File: config.mk
export PLATFORM = sky130hd
export DESIGN_NAME = sint_serial_cmp_flat
export DESIGN_NICKNAME = d
export VERILOG_FILES = /design/src/rtl/sint_serial_cmp_pkg.sv /design/src/rtl/sint_serial_cmp_if.sv /design/src/rtl/sint_serial_cmp.sv /design/src/flat_wrapper.sv
export SDC_FILE = /design/constraint.sdc
export NUM_CORES = 1
export LEC_CHECK = 0
export CELL_PAD_IN_SITES_DETAIL_PLACEMENT = 0
export CELL_PAD_IN_SITES_GLOBAL_PLACEMENT = 2
export CORE_MARGIN = 2
export CORE_UTILIZATION = 28
export CTS_CLUSTER_DIAMETER = 50
export DETAILED_ROUTE_END_ITERATION = 10
export PLACE_DENSITY = 0.77
export SYNTH_ARGS = -nofsm -noshare
export SYNTH_HDL_FRONTEND = slang
export SYNTH_SLANG_ARGS = --single-unit
File: constraint.sdc
create_clock -name CLK -period 3.97 [get_ports CLK]
set_clock_uncertainty 0.05 [all_clocks]
set_input_delay 0.397 -clock CLK [delete_from_list [all_inputs] [get_ports CLK]]
set_output_delay 0.397 -clock CLK [all_outputs]
set_load 0.01 [all_outputs]
File: src/rtl/sint_serial_cmp_pkg.sv
// Shared types and the per-beat relation update for the bit-serial signed comparator.
// Pure combinational helper: no state, no arithmetic, no carry chain.
package sint_serial_pkg;

    typedef enum logic [1:0] {
        EQ = 2'b00,
        LT = 2'b01,
        GT = 2'b10
    } rel_t;

    typedef enum logic {
        RECV = 1'b0,
        DONE = 1'b1
    } state_t;

    // Higher bits override lower ones; on the sign bit a set bit means negative.
    function automatic rel_t rel_step(rel_t rel, logic a, logic b, logic is_sign);
        rel_t r;
        r = rel;
        if (a != b) begin
            if (is_sign) r = a ? LT : GT;
            else         r = a ? GT : LT;
        end
        return r;
    endfunction

endpackage

File: src/rtl/sint_serial_cmp_if.sv
// Bit-pair input stream plus registered compare result, both valid/ready handshaked.
// master drives the operand bits and consumes results; slave is the comparator.
interface sint_serial_cmp_if;
    logic in_valid;
    logic in_ready;
    logic I0_bit;
    logic I1_bit;
    logic out_valid;
    logic out_ready;
    logic O_sle;
    logic O_sge;
    logic O_eq;

    modport master (
        output in_valid, I0_bit, I1_bit, out_ready,
        input  in_ready, out_valid, O_sle, O_sge, O_eq
    );

    modport slave (
        input  in_valid, I0_bit, I1_bit, out_ready,
        output in_ready, out_valid, O_sle, O_sge, O_eq
    );
endinterface

File: src/rtl/sint_serial_cmp.sv
// Bit-serial signed compare, LSB-first; result registered on the sign-bit beat (width accept cycles).
// in_ready drops while a result is held; result holds until out_ready, then input reopens next cycle.
module sint_serial_cmp
    import sint_serial_pkg::*;
#(
    parameter int width = 3
) (
    input  logic               CLK,
    input  logic               RESET,
    sint_serial_cmp_if.slave   bus
);

    localparam int CW = (width > 1) ? $clog2(width) : 1;

    state_t          state_q, state_d;
    logic [CW-1:0]   cnt_q, cnt_d;
    rel_t            rel_q, rel_d;
    logic            vld_q, vld_d;
    logic            sle_q, sle_d;
    logic            sge_q, sge_d;
    logic            eq_q, eq_d;

    logic            accept;
    logic            is_sign;
    logic            release_res;
    rel_t            rel_fin;

    assign accept      = bus.in_valid && (state_q == RECV);
    assign is_sign     = (cnt_q == CW'(width - 1));
    assign release_res = vld_q && bus.out_ready;
    assign rel_fin     = rel_step(rel_q, bus.I0_bit, bus.I1_bit, is_sign);

    always_ff @(posedge CLK) begin
        if (RESET) begin
            state_q <= RECV;
            cnt_q   <= '0;
            rel_q   <= EQ;
            vld_q   <= 1'b0;
            sle_q   <= 1'b0;
            sge_q   <= 1'b0;
            eq_q    <= 1'b0;
        end else begin
            state_q <= state_d;
            cnt_q   <= cnt_d;
            rel_q   <= rel_d;
            vld_q   <= vld_d;
            sle_q   <= sle_d;
            sge_q   <= sge_d;
            eq_q    <= eq_d;
        end
    end

    always_comb begin
        state_d = state_q;
        case (state_q)
            RECV:    if (accept && is_sign) state_d = DONE;
            DONE:    if (release_res)       state_d = RECV;
            default: state_d = RECV;
        endcase
    end

    // Counter, running relation and result registers; results only move on the sign beat.
    always_comb begin
        cnt_d = cnt_q;
        rel_d = rel_q;
        vld_d = vld_q;
        sle_d = sle_q;
        sge_d = sge_q;
        eq_d  = eq_q;
        if (accept) begin
            rel_d = rel_fin;
            if (is_sign) begin
                cnt_d = '0;
                vld_d = 1'b1;
                sle_d = (rel_fin != GT);
                sge_d = (rel_fin != LT);
                eq_d  = (rel_fin == EQ);
            end else begin
                cnt_d = cnt_q + CW'(1);
            end
        end else if (state_q == DONE && release_res) begin
            vld_d = 1'b0;
            rel_d = EQ;
        end
    end

    assign bus.in_ready  = (state_q == RECV);
    assign bus.out_valid = vld_q;
    assign bus.O_sle     = sle_q;
    assign bus.O_sge     = sge_q;
    assign bus.O_eq      = eq_q;

endmodule
File: src/flat_wrapper.sv
// flat-port wrapper written by rule: the top's interface ports become plain ports
module sint_serial_cmp_flat import sint_serial_pkg::*;
#(
    parameter int width = 3
)
  (CLK, RESET, bus_in_valid, bus_I0_bit, bus_I1_bit, bus_out_ready, bus_in_ready, bus_out_valid, bus_O_sle, bus_O_sge, bus_O_eq);
  sint_serial_cmp_if bus_i ();
  input  logic CLK;
  input  logic RESET;
  input wire logic [$bits(bus_i.in_valid)-1:0] bus_in_valid;
  input wire logic [$bits(bus_i.I0_bit)-1:0] bus_I0_bit;
  input wire logic [$bits(bus_i.I1_bit)-1:0] bus_I1_bit;
  input wire logic [$bits(bus_i.out_ready)-1:0] bus_out_ready;
  output wire logic [$bits(bus_i.in_ready)-1:0] bus_in_ready;
  output wire logic [$bits(bus_i.out_valid)-1:0] bus_out_valid;
  output wire logic [$bits(bus_i.O_sle)-1:0] bus_O_sle;
  output wire logic [$bits(bus_i.O_sge)-1:0] bus_O_sge;
  output wire logic [$bits(bus_i.O_eq)-1:0] bus_O_eq;
  assign bus_i.in_valid = bus_in_valid;
  assign bus_i.I0_bit = bus_I0_bit;
  assign bus_i.I1_bit = bus_I1_bit;
  assign bus_i.out_ready = bus_out_ready;
  assign bus_in_ready = bus_i.in_ready;
  assign bus_out_valid = bus_i.out_valid;
  assign bus_O_sle = bus_i.O_sle;
  assign bus_O_sge = bus_i.O_sge;
  assign bus_O_eq = bus_i.O_eq;
  sint_serial_cmp #(.width(width)) u_core (.CLK(CLK), .RESET(RESET), .bus(bus_i));
endmodule
# Word-level counts from Yosys, hierarchy flattened
# Index checks and enable logic that the tools add are counted.
# totals
register_bits	9
output_inout_bits	5
# op_classes
addsub	1
n_mux	13
n_bitwise	1
eq_ne	5
n_reduce_logical	8
# ops
operator	n
two-way mux 2 bit	7
two-way mux 1 bit	5
logical AND 1 bit	4
!= test 2 bit, second input constant	2
AND reduction 2 bit	2
adder 2 x 1 -> 2 bit, second input constant	1
equality test 2 bit, second input constant	1
logical NOT 2 bit	1
!= test 2 x 1 -> 1 bit, second input constant	1
case mux 1 bit (2 select lines)	1
nonzero test 2 bit	1
!= test 1 bit	1
NOT 1 bit	1

# Logic depth before layout (Yosys ltp)
# Gate-level depths: netlist (run 1).
# logic_depth
ltp_word	5
ltp_mapped	5
ltp_nobuf	4

# Worst setup path after synthesis (run 1)
# OpenSTA, ideal clock, no wires.
# synth_path
kind	input -> register
start	input port bus_I0_bit
end	register u_core.eq_q, in the netlist u_core.bus.O_eq
arrival_time_ns	1.361
path_stages	4
setup_slack_ns	2.492
required_ns	3.853
path_cell_list	and2b_1 or3_1 or3_1 a21oi_2
# synth_via
elab_chain_len	4
word_cells_on_any_way	6
cone_classes	eq/ne: 1; mux: 4; reduce/logical: 1
# synth_lines
element	line	text
from (decl)	flat_wrapper.sv:11	input wire logic [$bits(bus_i.I0_bit)-1:0] bus_I0_bit;
two-way mux 2 bit, on equally long branches	sint_serial_cmp_pkg.sv:22, sint_serial_cmp_pkg.sv:21	
two-way mux 2 bit	sint_serial_cmp_pkg.sv:21	if (is_sign) r = a ? LT : GT;
two-way mux 2 bit *	sint_serial_cmp_pkg.sv:20	if (a != b) begin
logical NOT 2 bit *	sint_serial_cmp.sv:77	eq_d = (rel_fin == EQ);
to (signal assigned)	sint_serial_cmp.sv:49	eq_q <= eq_d;
to (decl)	sint_serial_cmp.sv:21	logic eq_q, eq_d;
# Mark *: on every way between the ends. The rest lies on a longest branch, timed or not.
# A chain may end at the register's enable or synchronous reset.

# Final worst setup path (run 1)
# Ends and elaborated chain as after synthesis.

==> results.py, run 1 <==
metrics = {
    "grt": {
        "antenna_found_initial": 0,
        "grtUsageTotal_pct": 10.7,
        "grt_overflow": 0,
        "grt_start_max_net_pins": 10,
        "grt_pass1_vias": 318,
        "grt_pass1_wl_um": 1420,
    },
    "route": {
        "first_pass_iters": 4,
        "vias_per_cell": 4.91,
        "drt_iter0_drc": 10,
        "wl_per_cell_um": 10.7,
        "wirelength_um": 852,
        "num_vias": 393,
        "drtAntennaViolNets": 0,
        "drc": 0,
    },
    "floorplanning": {
        "pin_count": 11,
        "core_area_sq_um": 1490,
        "dieArea_sq_um": 1920,
        "start_util_pct": 29.7,
        "fp-row-count": 14,
        "fp.dieH_um": 43.8,
        "die_x_um": 43.8,
    },
    "sta": {
        "setup_viol": 0,
        "fmax_ghz": 0.574,
        "fin_crit_ps": 1740,
        "setup_tns_ps": 0,
        "relSlewSlack_pct": 76.1,
        "worst_pin_slew_ps": 357,
        "period_share_pct": 43.9,
        "rsz0062_at_grt": "no",
        "hold_viol": 0,
        "finalMaxSlewViolations": 0,
    },
    "worst_hold_path": {
        "holdPathStages": 2,
        "hp-start": "u_core.bus.O_eq",
        "hold_path_class": "reg2reg",
        "min_to": "u_core.bus.O_eq",
    },
    "job": {
        "maxCapViolCount": 0,
    },
    "power_and_ir_drop": {
        "fin_total_pwr_mw": 0.197,
        "p_leak_nw": 0.199,
        "peakVddDrop_v": 0.000115,
        "power.density_nw_per_um2": 343,
    },
    "synth": {
        "synth.distinct_cells": 22,
        "synth_nets": 58,
        "synth.avg_cell_area_sq_um": 8.52,
        "ys_seq_area_share_pct": 40.7,
        "synth_warnings": 0,
        "syn_inst": 52,
        "synth_area_sq_um": 443,
        "ys_ff_latch": 9,
    },
    "critical_path": {
        "r2r_cells": 4,
        "reg2reg_from": "u_core.cnt_q[0]",
        "r2r_setup_slack_ps": 2550,
        "r2r_end": "u_core.bus.O_eq",
        "critPathKind": "in2reg",
        "worst_ep_required_time_ps": 4110,
        "critPathMaxFanout": 3,
        "end_kind": "flop",
        "crit_arrival_ps": 1890,
        "critPathLaunchType": "primary input",
    },
    "final_layout": {
        "final_cells": 80,
        "regArea_sq_um": 180,
        "fillCellCount": 160,
        "n_antenna_cell": 0,
        "area_growth_pct": 29.7,
        "layout-drive-gt1-share_pct": 14.1,
        "multi_input_area_sq_um": 240,
        "nets": 71,
    },
    "clock_network": {
        "cts_num_sinks": 9,
        "cts_buffers": 3,
        "path_clk_slew_ps": 60,
        "clk-insertion-delay-late_ps": 260,
        "cts_buffer_depth": 2,
        "cts_setup_buffers": 0,
        "cts-root-buf": "clkbuf_4",
        "hold_buffers": 0,
        "cts_resized": 0,
        "htree_levels": 1,
        "cts_tree": "done",
    },
    "place": {
        "place_congestion": 0.719,
        "place_inst": 76,
        "portBuffers": 10,
        "dpl.hpwl_um": 661,
    },
    "run_status": {
        "status": "complete, no violations",
    },
}
## metal layers
layer  share of wire [%]  track usage (%)  up-vias
li1                    -                -      210
met3                 4.3             2.50        2
met5                   0                0        -
met4                 2.2             10.9        0
met2                  43             13.2       11
met1                  51             14.4      170
## stage by stage
| stage | instance area (sq um) | util (%) | hold WS [ps] | worst slack (ps) |
|---|---|---|---|---|
| floorplan | 443 | - | 399 | 2490 |
| global placement | 548 | 36.8 | 403 | 1960 |
| detailed placement | 548 | 36.8 | 409 | 1950 |
| CTS | 574 | 38.6 | 417 | 2230 |
| global route | 574 | 38.6 | 446 | 2190 |
| finish | 574 | 38.6 | 413 | 2230 |
## registers in the layout (all words and copies together) (netlist names)
name / count
u_core.state_q: 1
u_core.rel_q: 2
u_core.bus.O_eq: 1
u_core.bus.O_sle: 1
u_core.bus.out_valid: 1
u_core.bus.O_sge: 1
u_core.cnt_q: 2
## worst max path at each step
| stage | start | end | slack, ps | cells past startpoint |
|---|---|---|---|---|
| 2_1_floorplan | bus_I0_bit | u_core.bus.O_eq | 2490 | 4 |
| 3_3_place_gp | bus_I0_bit | u_core.bus.O_eq | 1960 | 5 |
| 3_5_place_dp | bus_I0_bit | u_core.bus.O_eq | 1950 | 5 |
| 4_1_cts | bus_I0_bit | u_core.bus.O_eq | 2230 | 5 |
| 5_1_grt | bus_I0_bit | u_core.bus.O_eq | 2190 | 5 |
| 6_report | bus_I0_bit | u_core.bus.O_eq | 2230 | 5 |
## logic make-up (layout without fill, tap and decap cells)
logic type             count (synthesis)  after routing  share of synthesized area [%]
DFF                                    9              9                           40.7
AOI/OAI and AO/OA                     14             14                           23.2
buffers and inverters                  4             16                           5.08
and+or+nand+nor                       24             24                           28.5
muxes                                  1              1                           2.54
## cell usage in the layout (no fill, tap or decap), drive strengths merged, types with 2 or more instances in the layout
cell | Yosys | final
dfxtp | 9 | 9
and2b | 2 | 2
clkdlybuf4s50 | 0 | 10
o32ai | 2 | 2
nand2 | 10 | 10
clkbuf | 0 | 4
nand2b | 3 | 3
inv | 2 | 2
or3 | 3 | 3
a21oi | 6 | 6
nor2 | 5 | 5
## cells in the mapped netlist (all sizes together)
cell / n / area share, %
nor2: 5 / 4.2
and2b: 2 / 3.4
buf: 2 / 3.4
a311oi: 1 / 2.0
nand2b: 3 / 5.9
o221a: 1 / 2.5
mux2: 1 / 2.5
o32ai: 2 / 4.0
nand2: 10 / 8.5
or2: 1 / 2.0
inv: 2 / 1.7
o21a: 1 / 1.7
or3: 3 / 4.5
o211ai: 1 / 1.7
o21bai: 1 / 1.7
o31a: 1 / 2.0
dfxtp: 9 / 41
a21oi: 6 / 7.6
## worst max-delay path: stages
cell and delay (ps):
clkdlybuf4s50_1 480, and2b_1 200, or3_1 360, or3_1 330, a21oi_2 130
## where the power goes
| group | switching (mW) | internal (mW) |
|---|---|---|
| sequential | 0.00309 | 0.0941 |
| clock | 0.0322 | 0.0388 |
| combinational | 0.0132 | 0.0158 |
## area by class of cell
type / count / share of cell area [%]
multi-input combinational: 39 / 41.8
sequential: 9 / 31.4
timing repair buffer: 10 / 17.4
clock buffer: 4 / 4.58
tap: 16 / 3.49
inverter: 2 / 1.31
(Power assumes the default switching activity.)
==> inputs of run 2 (changes only) <==
--- a/config.mk
+++ b/config.mk
@@ -8,10 +8,10 @@
 export CELL_PAD_IN_SITES_DETAIL_PLACEMENT = 0
 export CELL_PAD_IN_SITES_GLOBAL_PLACEMENT = 2
 export CORE_MARGIN = 2
-export CORE_UTILIZATION = 28
+export CORE_UTILIZATION = 26
 export CTS_CLUSTER_DIAMETER = 50
 export DETAILED_ROUTE_END_ITERATION = 10
-export PLACE_DENSITY = 0.77
+export PLACE_DENSITY = 0.72
 export SYNTH_ARGS = -nofsm -noshare
 export SYNTH_HDL_FRONTEND = slang
 export SYNTH_SLANG_ARGS = --single-unit
==> constraint.sdc (replaced) <==
create_clock -name CLK -period 1.7 [get_ports CLK]
set_clock_uncertainty 0.05 [all_clocks]
set_input_delay 0.17 -clock CLK [delete_from_list [all_inputs] [get_ports CLK]]
set_output_delay 0.17 -clock CLK [all_outputs]
set_load 0.01 [all_outputs]
==> run 2 against run 1 <==
  * Global-route usage rose by 0.42 points
  * Routed wire length rose by 5.6%
  * Largest power group unchanged
  * Power rose by 140%
  * First-iteration DRC count rose by 40%
  * Largest cell class unchanged
  * Utilization rose by 1.2 points
  * Die area rose by 7.0%
==> results.py, run 2 (synthesis results as in run 1) <==
metrics = {
    "run_status": {
        "status": "complete, no violations",
    },
    "final_layout": {
        "final_cell_mix": "nand2_1 (10), clkdlybuf4s50_1 (10), dfxtp_1 (9)",
        "area_growth_pct": 39.8,
        "nets": 77,
        "n_antenna_cell": 0,
        "layout-drive-gt1-share_pct": 21.4,
        "reg.largest.list": "u_core.cnt_q: 2 flops, u_core.rel_q: 2 flops",
        "final_util_pct": 39.7,
    },
    "critical_path": {
        "cp_common_cell": "or3_1",
        "crit_arrival_ps": 1660,
        "critPathKind": "in2reg",
        "slowest_stage": "clkdlybuf4s50_1",
        "end_kind": "flop",
        "worst_ep_required_time_ps": 1850,
        "critPathLaunchType": "primary input",
        "path_delay_family": "simple AND/OR/NAND/NOR gates",
        "crit_buf_inv": 1,
        "crit_chain": "clkdlybuf4s50_1 > and2b_1 > or3_1 > or3_1 > a21oi_2",
        "critPathMaxFanout": 3,
        "cpPeakStageDelay_ps": 490,
    },
    "sta": {
        "worst_pin_slew_ps": 277,
        "hold-worst-slack_ps": 409,
        "setup_viol": 0,
        "relSlewSlack_pct": 81.5,
        "fmax_ghz": 0.661,
        "period_share_pct": 89.0,
        "finalMaxSlewViolations": 0,
        "setup_tns_ps": 0,
        "fin_crit_ps": 1510,
        "hold_viol": 0,
        "rsz0062_at_grt": "no",
    },
    "route": {
        "drt_iter0_drc": 14,
        "first_pass_iters": 2,
        "drtAntennaViolNets": 0,
        "wl_per_cell_um": 10.5,
        "wirelength_um": 900,
        "vias_per_cell": 4.79,
        "drc": 0,
        "num_vias": 412,
    },
    "place": {
        "portBuffers": 10,
        "dpl.hpwl_um": 700,
        "place_congestion": 0.787,
    },
    "floorplanning": {
        "pin_count": 11,
        "die_x_um": 45.3,
        "core_area_sq_um": 1560,
        "fp.dieH_um": 45.3,
        "fp-row-count": 14,
        "start_util_pct": 28.4,
        "dieArea_sq_um": 2050,
    },
    "power_and_ir_drop": {
        "peakVddDrop_v": 0.000491,
        "p_switching_mw": 0.112,
        "power.density_nw_per_um2": 754,
        "seqPwrFrac_pct": 48.6,
        "power_frac_comb_pct": 16.9,
        "fin_total_pwr_mw": 0.467,
        "internal_power_mw": 0.355,
        "p_leak_nw": 0.230,
        "clockPowerShare_pct": 34.5,
        "switching_share_pct": 23.9,
    },
    "clock_network": {
        "cts-root-buf": "clkbuf_4",
        "clk-insertion-delay-late_ps": 260,
        "path_clk_slew_ps": 60,
        "htree_levels": 1,
        "hold_buffers": 0,
        "cts_resized": 0,
        "cts_num_sinks": 9,
        "cts_tree": "done",
        "cts_buffers": 3,
        "cts_buffer_depth": 2,
        "cts_setup_buffers": 0,
    },
    "grt": {
        "busiest_layer": "met1",
        "gr-usage-met3_pct": 7.20,
        "grt_overflow": 0,
        "grt_start_max_net_pins": 7,
        "grt_pass1_wl_um": 1520,
        "gr-usage-met2_pct": 14.0,
        "grtUsageTotal_pct": 11.1,
        "grt_pass1_vias": 354,
        "antenna_found_initial": 0,
        "grtUsageMet1_pct": 14.5,
    },
    "worst_hold_path": {
        "hold_path_class": "reg2reg",
    },
    "job": {
        "maxCapViolCount": 0,
    },
}
## run 2: tightest hold or removal path, cell delays in order, from the launching register on
cell	delay, ps
dfxtp_1	310
nand2_1	70
a21oi_2	40
## run 2: worst paths after layout
| check | startpoint | end | slack, ps | cells past startpoint |
|---|---|---|---|---|
| max reg2reg | u_core.cnt_q[0] | u_core.bus.O_eq | 260 | 4 |
| min reg2reg | u_core.bus.O_eq | u_core.bus.O_eq | 410 | 2 |
| max | bus_I1_bit | u_core.bus.O_eq | 190 | 5 |
| min | u_core.bus.O_eq | u_core.bus.O_eq | 410 | 2 |
## run 2: per-layer routing
metal	wire [um]	vias up
met5	0	-
li1	-	223
met3	53	2
met2	370	10
met1	472	177
met4	5	0
## run 2: stage by stage
| step | cells | instance area, sq um | setup WS, ps |
|---|---|---|---|
| finish | 86 | 619 | 186 |
| global route | 86 | 619 | 132 |
| CTS | 86 | 619 | 195 |
| detailed placement | 82 | 593 | -79.2 |
| global placement | 82 | 593 | -67.0 |
| floorplan | 52 | 443 | 294 |
## run 2: layout make-up
class / instances / area (sq um)
inverters: 2 / 7.51
fillers: 165 / 940
flip-flops and latches: 9 / 180
multi-input cells: 39 / 240
repair buffers: 16 / 145
clock buffers: 4 / 26.3
well taps: 16 / 20.0
## run 2: power by group through the flow
stage / Combinational, mW / Sequential [mW] / Clock (mW)
final: 0.0788 / 0.227 / 0.161
after global routing: 0.0864 / 0.228 / 0.182
after CTS: 0.0793 / 0.227 / 0.172
after detailed placement: 0.0788 / 0.231 / 0
after global placement: 0.0787 / 0.231 / 0
after floorplan: 0.0446 / 0.231 / 0
==> inputs of run 3 (changes only) <==
--- a/config.mk
+++ b/config.mk
@@ -11,7 +11,7 @@
 export CORE_UTILIZATION = 26
 export CTS_CLUSTER_DIAMETER = 50
 export DETAILED_ROUTE_END_ITERATION = 10
-export PLACE_DENSITY = 0.72
+export PLACE_DENSITY_LB_ADDON = 0.1
 export SYNTH_ARGS = -nofsm -noshare
 export SYNTH_HDL_FRONTEND = slang
 export SYNTH_SLANG_ARGS = --single-unit
==> run 3 against run 2 <==
  * Cell count decreased by 2.3%
  * Critical endpoint unchanged
  * Maximum frequency increased by 0.68%
  * Register-to-register slack improved by 40 ps
  * Hold slack improved by 1.6 ps
  * Combinational power decreased by 3.7%
  * Clock-buffer cell count unchanged
  * Largest power group unchanged
  * Utilization decreased by 0.96 points
  * Via count decreased by 6.8%
  * Highest routed layer is now met3
  * Non-clock buffer count decreased by 2
  * Die area unchanged
==> results.py, run 3 (synthesis results as in run 1) <==
metrics = {
    "route": {
        "wirelength_um": 880,
        "first_pass_iters": 2,
        "wl_per_cell_um": 10.5,
        "vias_per_cell": 4.57,
        "drtAntennaViolNets": 0,
        "drt_iter0_drc": 7,
        "num_vias": 384,
        "drc": 0,
    },
    "final_layout": {
        "area_growth_pct": 36.4,
        "final_cell_mix": "nand2_1 (10), clkdlybuf4s50_1 (10), dfxtp_1 (9)",
        "final_cells": 84,
        "reg.largest.list": "u_core.cnt_q: 2 flops, u_core.rel_q: 2 flops",
        "n_antenna_cell": 0,
        "nets": 75,
        "layout-drive-gt1-share_pct": 19.1,
    },
    "grt": {
        "antenna_found_initial": 0,
        "grt_pass1_vias": 361,
        "grt_pass1_wl_um": 1540,
        "grt_overflow": 0,
        "grtUsageTotal_pct": 11.0,
        "grt_start_max_net_pins": 7,
    },
    "sta": {
        "hold-worst-slack_ps": 411,
        "period_share_pct": 88.4,
        "fmax_ghz": 0.665,
        "rsz0062_at_grt": "no",
        "hold_viol": 0,
        "finalMaxSlewViolations": 0,
        "fin_crit_ps": 1500,
        "fin_ws_ps": 196,
        "setup_tns_ps": 0,
        "relSlewSlack_pct": 79.0,
        "worst_pin_slew_ps": 314,
        "setup_viol": 0,
    },
    "run_status": {
        "status": "complete, no violations",
    },
    "power_and_ir_drop": {
        "power.density_nw_per_um2": 768,
        "peakVddDrop_v": 0.000533,
        "p_leak_nw": 0.219,
        "fin_total_pwr_mw": 0.464,
    },
    "clock_network": {
        "path_clk_slew_ps": 60,
        "cts_tree": "done",
        "clk-insertion-delay-late_ps": 260,
        "cts-root-buf": "clkbuf_4",
        "cts_resized": 0,
        "cts_buffers": 3,
        "hold_buffers": 0,
        "htree_levels": 1,
        "cts_num_sinks": 9,
        "cts_buffer_depth": 2,
        "cts_setup_buffers": 0,
    },
    "floorplanning": {
        "fp.dieH_um": 45.3,
        "dieArea_sq_um": 2050,
        "fp-row-count": 14,
        "start_util_pct": 28.4,
        "core_area_sq_um": 1560,
        "die_x_um": 45.3,
        "pin_count": 11,
    },
    "place": {
        "dpl.hpwl_um": 748,
        "place_congestion": 0.681,
        "place_inst": 80,
        "dpl_worst_slack_ps": -88.2,
        "portBuffers": 10,
    },
    "critical_path": {
        "worst_ep_required_time_ps": 1850,
        "crit_chain": "clkdlybuf4s50_1 > and2b_1 > or3_1 > or3_1 > a21oi_2",
        "crit_arrival_ps": 1660,
        "end_kind": "flop",
        "critPathLaunchType": "primary input",
        "cpPeakStageDelay_ps": 480,
        "slowest_stage": "clkdlybuf4s50_1",
        "cp_common_cell": "or3_1",
        "critPathMaxFanout": 3,
        "critPathKind": "in2reg",
    },
    "worst_hold_path": {
        "hold_path_class": "reg2reg",
    },
    "job": {
        "maxCapViolCount": 0,
    },
}
[run 3: final timing paths]
path | slack, ps | cells after the start | end | start
max | 200 | 5 | u_core.bus.O_eq | bus_I0_bit
min | 410 | 2 | u_core.bus.O_eq | u_core.bus.O_eq
max reg2reg | 300 | 4 | u_core.bus.O_eq | u_core.cnt_q[0]
min reg2reg | 410 | 2 | u_core.bus.O_eq | u_core.bus.O_eq
[run 3: per-layer routing]
layer	global-route usage, %	up-vias	routed length [um]
met5	0	-	0
met4	1.76	0	0
met3	7.60	0	79
met2	16.3	14	370
met1	13.2	158	429
li1	-	212	-
[run 3: through the flow]
step / area (sq um) / utilization (%)
2_1_floorplan: 443 / -
3_3_place_gp: 578 / 37.1
3_5_place_dp: 578 / 37.1
4_1_cts: 604 / 38.8
5_1_grt: 604 / 38.8
6_report: 604 / 38.8
[run 3: layout make-up]
class / instances / area (sq um)
clock buffer: 4 / 26.3
fill: 158 / 955
inverter: 2 / 7.51
multi-input combinational: 39 / 240
sequential: 9 / 180
tap: 16 / 20.0
timing repair buffer: 14 / 130
[run 3: critical path, delay by kind of cell]
kind / cells / cell delay [ps]
buffers and inverters: 1 / 480
and+or+nand+nor: 3 / 880
AOI/OAI and AO/OA: 1 / 130
[run 3: report_power, final]
part,switching (mW),internal (mW)
registers,0.00679,0.220
clock network,0.0716,0.0903
logic,0.0327,0.0432
total,0.111,0.353
==> edit 1: new RTL, flow settings as in run 3 <==
The 3 values of `rel_t` get a one-hot encoding in 3 bits.
--- a/src/rtl/sint_serial_cmp_pkg.sv
+++ b/src/rtl/sint_serial_cmp_pkg.sv
@@ -4,6 +4,6 @@
 
-    typedef enum logic [1:0] {
-        EQ = 2'b00,
-        LT = 2'b01,
-        GT = 2'b10
+    typedef enum logic [2:0] {
+        EQ = 3'b001,
+        LT = 3'b010,
+        GT = 3'b100
     } rel_t;
Function: same outputs for any inputs over 10 cycles, from zero or initial values and one cycle with RESET high; not proved beyond that.
==> edit 1 against run 3 <==
- critical path depth unchanged
- sequential cell count rose by 1
- maximum frequency grew 3.7%
- worst setup slack better by 0.053 ns
- cell area rose by 19%
- area after synthesis up 16%
- first-iteration DRC count unchanged
- wire length up 30%
- power increased by 20%
- critical endpoint unchanged
- highest routed layer is now met4
==> edit 1: results (changes against run 3) <==
[critical_path]
regToRegStartpoint = u_core.cnt_q[1]  ; was u_core.cnt_q[0]
crit_path_start = bus_I1_bit  ; was bus_I0_bit
cpMaxStageDelayCell = clkdlybuf4s50_1  ; unchanged
critical-path-max-stage-delay_ns = 0.45  ; was 0.48 ns
path_max_fanout = 4  ; was 3

[global_route]
grt_max_degree = 11  ; was 7
grt_pass1_wl_mm = 1.973  ; was 1.538 mm
first_global_vias = 478  ; was 361
grt_usage_pct = 11.07  ; was 10.96%

[final_layout]
buffers = 16  ; was 14
multi_input_gates = 47  ; was 39
largestRegisters = u_core.rel_q (3), u_core.cnt_q (2)  ; was u_core.cnt_q (2), u_core.rel_q (2)
regArea_sq_um = 200.2  ; was 180.2 sq um
final_nets = 86  ; was 75
layout-drive-gt1-share_pct = 17.72  ; was 19.12%
syn_to_final_growth_pct = 40.24  ; was 36.44%
fin_cells = 106  ; was 84
clk_share_pct = 5.043  ; was 4.348%
num-fill-cells = 207  ; was 158
multi_input_area_share_pct = 41.22  ; was 39.75%

[pwr]
ir_drop_mv = 0.3810  ; was 0.5327 mV
switching_share_pct = 24.28  ; was 23.92%
power.leakage_nw = 0.2858  ; was 0.2191 nW

[synth]
ys_ff_latch = 10  ; was 9
ys_types = 27  ; was 22
synth_compound_area_share_pct = 22.44  ; was 23.16%
yosysSeqAreaShare_pct = 39.02  ; was 40.68%
synthMuxAreaShare_pct = 0  ; was 2.542%
synth_nets = 67  ; was 58
yosys-top-cells-count = dfxtp_1, a21oi_1, nand2_1  ; was nand2_1, dfxtp_1, a21oi_1, nor2_1
syn_avg_cell_area_sq_um = 8.410  ; was 8.518 sq um

[place]
dp_hpwl_um = 895.1  ; was 747.8 um
placed_area_sq_um = 683.2  ; was 578.1 sq um
placed_cells = 102  ; was 80
pre_cts_ws_ns = -0.01938  ; was -0.08824 ns
place_congestion = 0.8369  ; was 0.6814

[drt]
wl_per_cell_um = 10.79  ; was 10.48 um
viasPerCell = 4.491  ; was 4.571

[outcome]
outcome = finished clean  ; unchanged

[timing]
timing_worst_slew_pin_value_ns = 0.2647  ; was 0.3139 ns

[min_path]
hp-start = u_core.rel_q[2]  ; was u_core.bus.O_eq

==> edit 1: cell types whose count changed after synthesis, moves of 2 or more <==
cell      delta
nand2_1      -4
nand3_1      +3
or2b_1       +2
o211ai_1     +3
nor2b_1      +2
o32ai_1      -2
nor3_1       +2
==> edit 1: worst max-delay path, delay by kind of cell <==
| family | cells | cell delay, ns |
|---|---|---|
| AOI/OAI and AO/OA | 1 | 0.20 |
| and+or+nand+nor | 3 | 0.77 |
| buffers and inverters | 1 | 0.45 |
==> edit 1: worst paths after layout <==
kind	end	slack, ns	cells past startpoint
setup / recovery	u_core.bus.O_eq	0.25	5
setup reg to reg	u_core.bus.O_eq	0.32	3
hold / removal	u_core.rel_q[2]	0.45	2
hold reg to reg	u_core.rel_q[2]	0.45	2
==> edit 1: per-stage QoR <==
step                      hold slack, ns  setup TNS [ns]
after floorplan                   0.3178               0
after global placement            0.4366        -0.03209
after detailed placement          0.4418        -0.01938
after CTS                         0.4514               0
after global routing              0.4811               0
final                             0.4508               0
==> edit 1: power groups by stage <==
stage	clock [mW]	sequential, mW	combinational (mW)
3_5_place_dp	0	0.259	0.0859
2_1_floorplan	0	0.258	0.0475
3_3_place_gp	0	0.259	0.0875
4_1_cts	0.228	0.254	0.0864
6_report	0.218	0.254	0.0854
5_1_grt	0.239	0.255	0.0949
==> edit 1: metal layers <==
layer	vias up	wire length, um	global-route usage (%)
li1	252	-	-
met1	215	578	14.29
met2	7	525	15.97
met3	2	25	2.778
met4	0	15	8.095
met5	-	0	0
==> edit 1: kinds of logic (layout without fill, tap and decap cells) <==
kind of cell | Yosys count | count (layout)
compound gates | 16 | 16
buf+inv | 4 | 22
flops | 10 | 10
simple gates | 31 | 31
==> edit 2: new RTL, flow settings as in run 3 <==
Without the edit above. `width` is set to 3 in 2 places; all go to 6.
--- a/src/rtl/sint_serial_cmp.sv
+++ b/src/rtl/sint_serial_cmp.sv
@@ -5,3 +5,3 @@
 #(
-    parameter int width = 3
+    parameter int width = 6
 ) (
--- a/src/flat_wrapper.sv
+++ b/src/flat_wrapper.sv
@@ -3,3 +3,3 @@
 #(
-    parameter int width = 3
+    parameter int width = 6
 )
Function: changed (Yosys sat finds a counterexample within 4 cycles, from zero or initial values and one cycle with RESET high).
==> edit 2 against run 3 <==
- sequential cell count is 1 higher
- wire length increased by 29%
- final cell count is 18% higher
- area after synthesis increased by 17%
- worst setup slack improved by 0.032 ns
- power rose by 0.56%
- cell area rose by 12%
- register-to-register slack improved by 0.16 ns
- critical endpoint is now bus_in_ready
==> edit 2: results (changes against run 3) <==
[pwr]
power.leakage_nw = 0.2118  ; was 0.2191 nW
ir_drop_mv = 0.3021  ; was 0.5327 mV
switchingPower_mw = 0.1129  ; was 0.1111 mW

[critical_path]
critical-path-max-stage-delay_ns = 0.48  ; about the same
endpoint = bus_in_ready  ; was u_core.bus.O_eq
r2r-end = u_core.cnt_q[2]  ; was u_core.bus.O_eq
critPathTopFamily = buffers and inverters  ; was simple AND/OR/NAND/NOR gates
reg2regPathDepth = 3  ; was 4
reg2reg_slack_ns = 0.46  ; was 0.30 ns
start_kind = flip-flop  ; was primary input
regToRegStartpoint = u_core.state_q  ; was u_core.cnt_q[0]
crit_arrival_ns = 1.25  ; was 1.66 ns
path_max_fanout = 8  ; was 3

[synth]
synthXorXnorAreaFrac_pct = 3.373  ; was 0%
yosysSeqAreaShare_pct = 38.55  ; was 40.68%
synth_compound_area_share_pct = 17.83  ; was 23.16%
synth_nets = 65  ; was 58
synthMuxAreaShare_pct = 3.855  ; was 2.542%
ys_types = 25  ; was 22
yosys-top-cells-count = dfxtp_1, nand2_1, a21oi_1  ; was nand2_1, dfxtp_1, a21oi_1, nor2_1
ys_top_cells_by_area = dfxtp_1, nand2_1, a21oi_1  ; unchanged

[clocking]
cts_setup_buffers = 0  ; unchanged
clkLatencyLatePin_ns = 0.26  ; about the same
numCtsBuffers = 3  ; unchanged

[final_layout]
num-fill-cells = 229  ; was 158
final_nets = 80  ; was 75
diodes = 0  ; unchanged
layout-drive-gt1-share_pct = 11.11  ; was 19.12%
final_area_sq_um = 678.2  ; was 604.3 sq um
largestRegisters = u_core.cnt_q (3), u_core.rel_q (2)  ; was u_core.cnt_q (2), u_core.rel_q (2)

[min_path]
min_to = u_core.bus.O_sge  ; was u_core.bus.O_eq
whs_path_depth = 2  ; unchanged
hp-start = u_core.bus.O_sge  ; was u_core.bus.O_eq

[global_route]
first_global_vias = 445  ; was 361
globalRouteMet3Util_pct = 2.469  ; was 7.600%
grt_max_degree = 12  ; was 7
use_met1_pct = 14.37  ; was 13.20%
grt_use_met2_pct = 16.21  ; was 16.29%
grt_pass1_wl_mm = 2.001  ; was 1.538 mm
grt_usage_pct = 11.00  ; was 10.96%

[place]
place_congestion = 0.7169  ; was 0.6814
dp_hpwl_um = 868.4  ; was 747.8 um
placed_area_sq_um = 655.6  ; was 578.1 sq um

[drt]
wirelength_met1_um = 563  ; was 429 um
wl_mm = 1.138  ; was 880 um
met3_length_um = 43  ; was 79 um
highest_layer = met4  ; was met3
dr.pass1.iters = 4  ; was 2
viasPerCell = 4.596  ; was 4.571
met2_length_um = 516  ; was 370 um
first_iter_violations = 5  ; was 7

[outcome]
outcome = finished clean  ; unchanged

[timing]
timing_worst_slew_pin_value_ns = 0.2791  ; was 0.3139 ns

-- edit 2: cell types whose count changed in the layout (fill, tap and decap cells not counted), sizes merged, moves of 3 or more --
cell / change
buf: -3
nand2: -3
nand3: +3
nor2: -3
nor2b: +3
o21ai: +3
-- edit 2: layout make-up --
class	count	share of cell area [%]
multi-input cells	47	45.76
flip-flops and latches	10	29.52
repair buffers	11	15.87
well taps	27	4.982
clock buffers	3	3.321
inverters	1	0.5535
-- edit 2: power by group through the flow --
stage | sequential [mW] | combinational (mW) | clock, mW
finish | 0.249 | 0.0581 | 0.160
CTS | 0.250 | 0.0589 | 0.166
floorplan | 0.253 | 0.0350 | 0
detailed placement | 0.255 | 0.0586 | 0
global route | 0.250 | 0.0647 | 0.184
global placement | 0.255 | 0.0601 | 0
-- edit 2: stage by stage --
step	hold slack, ns	setup WS (ns)	cells
floorplan	0.3063	0.5727	59
global placement	0.4321	0.1719	96
detailed placement	0.4370	0.1489	96
CTS	0.4463	0.2141	99
global route	0.4725	0.1571	99
finish	0.4369	0.2282	99
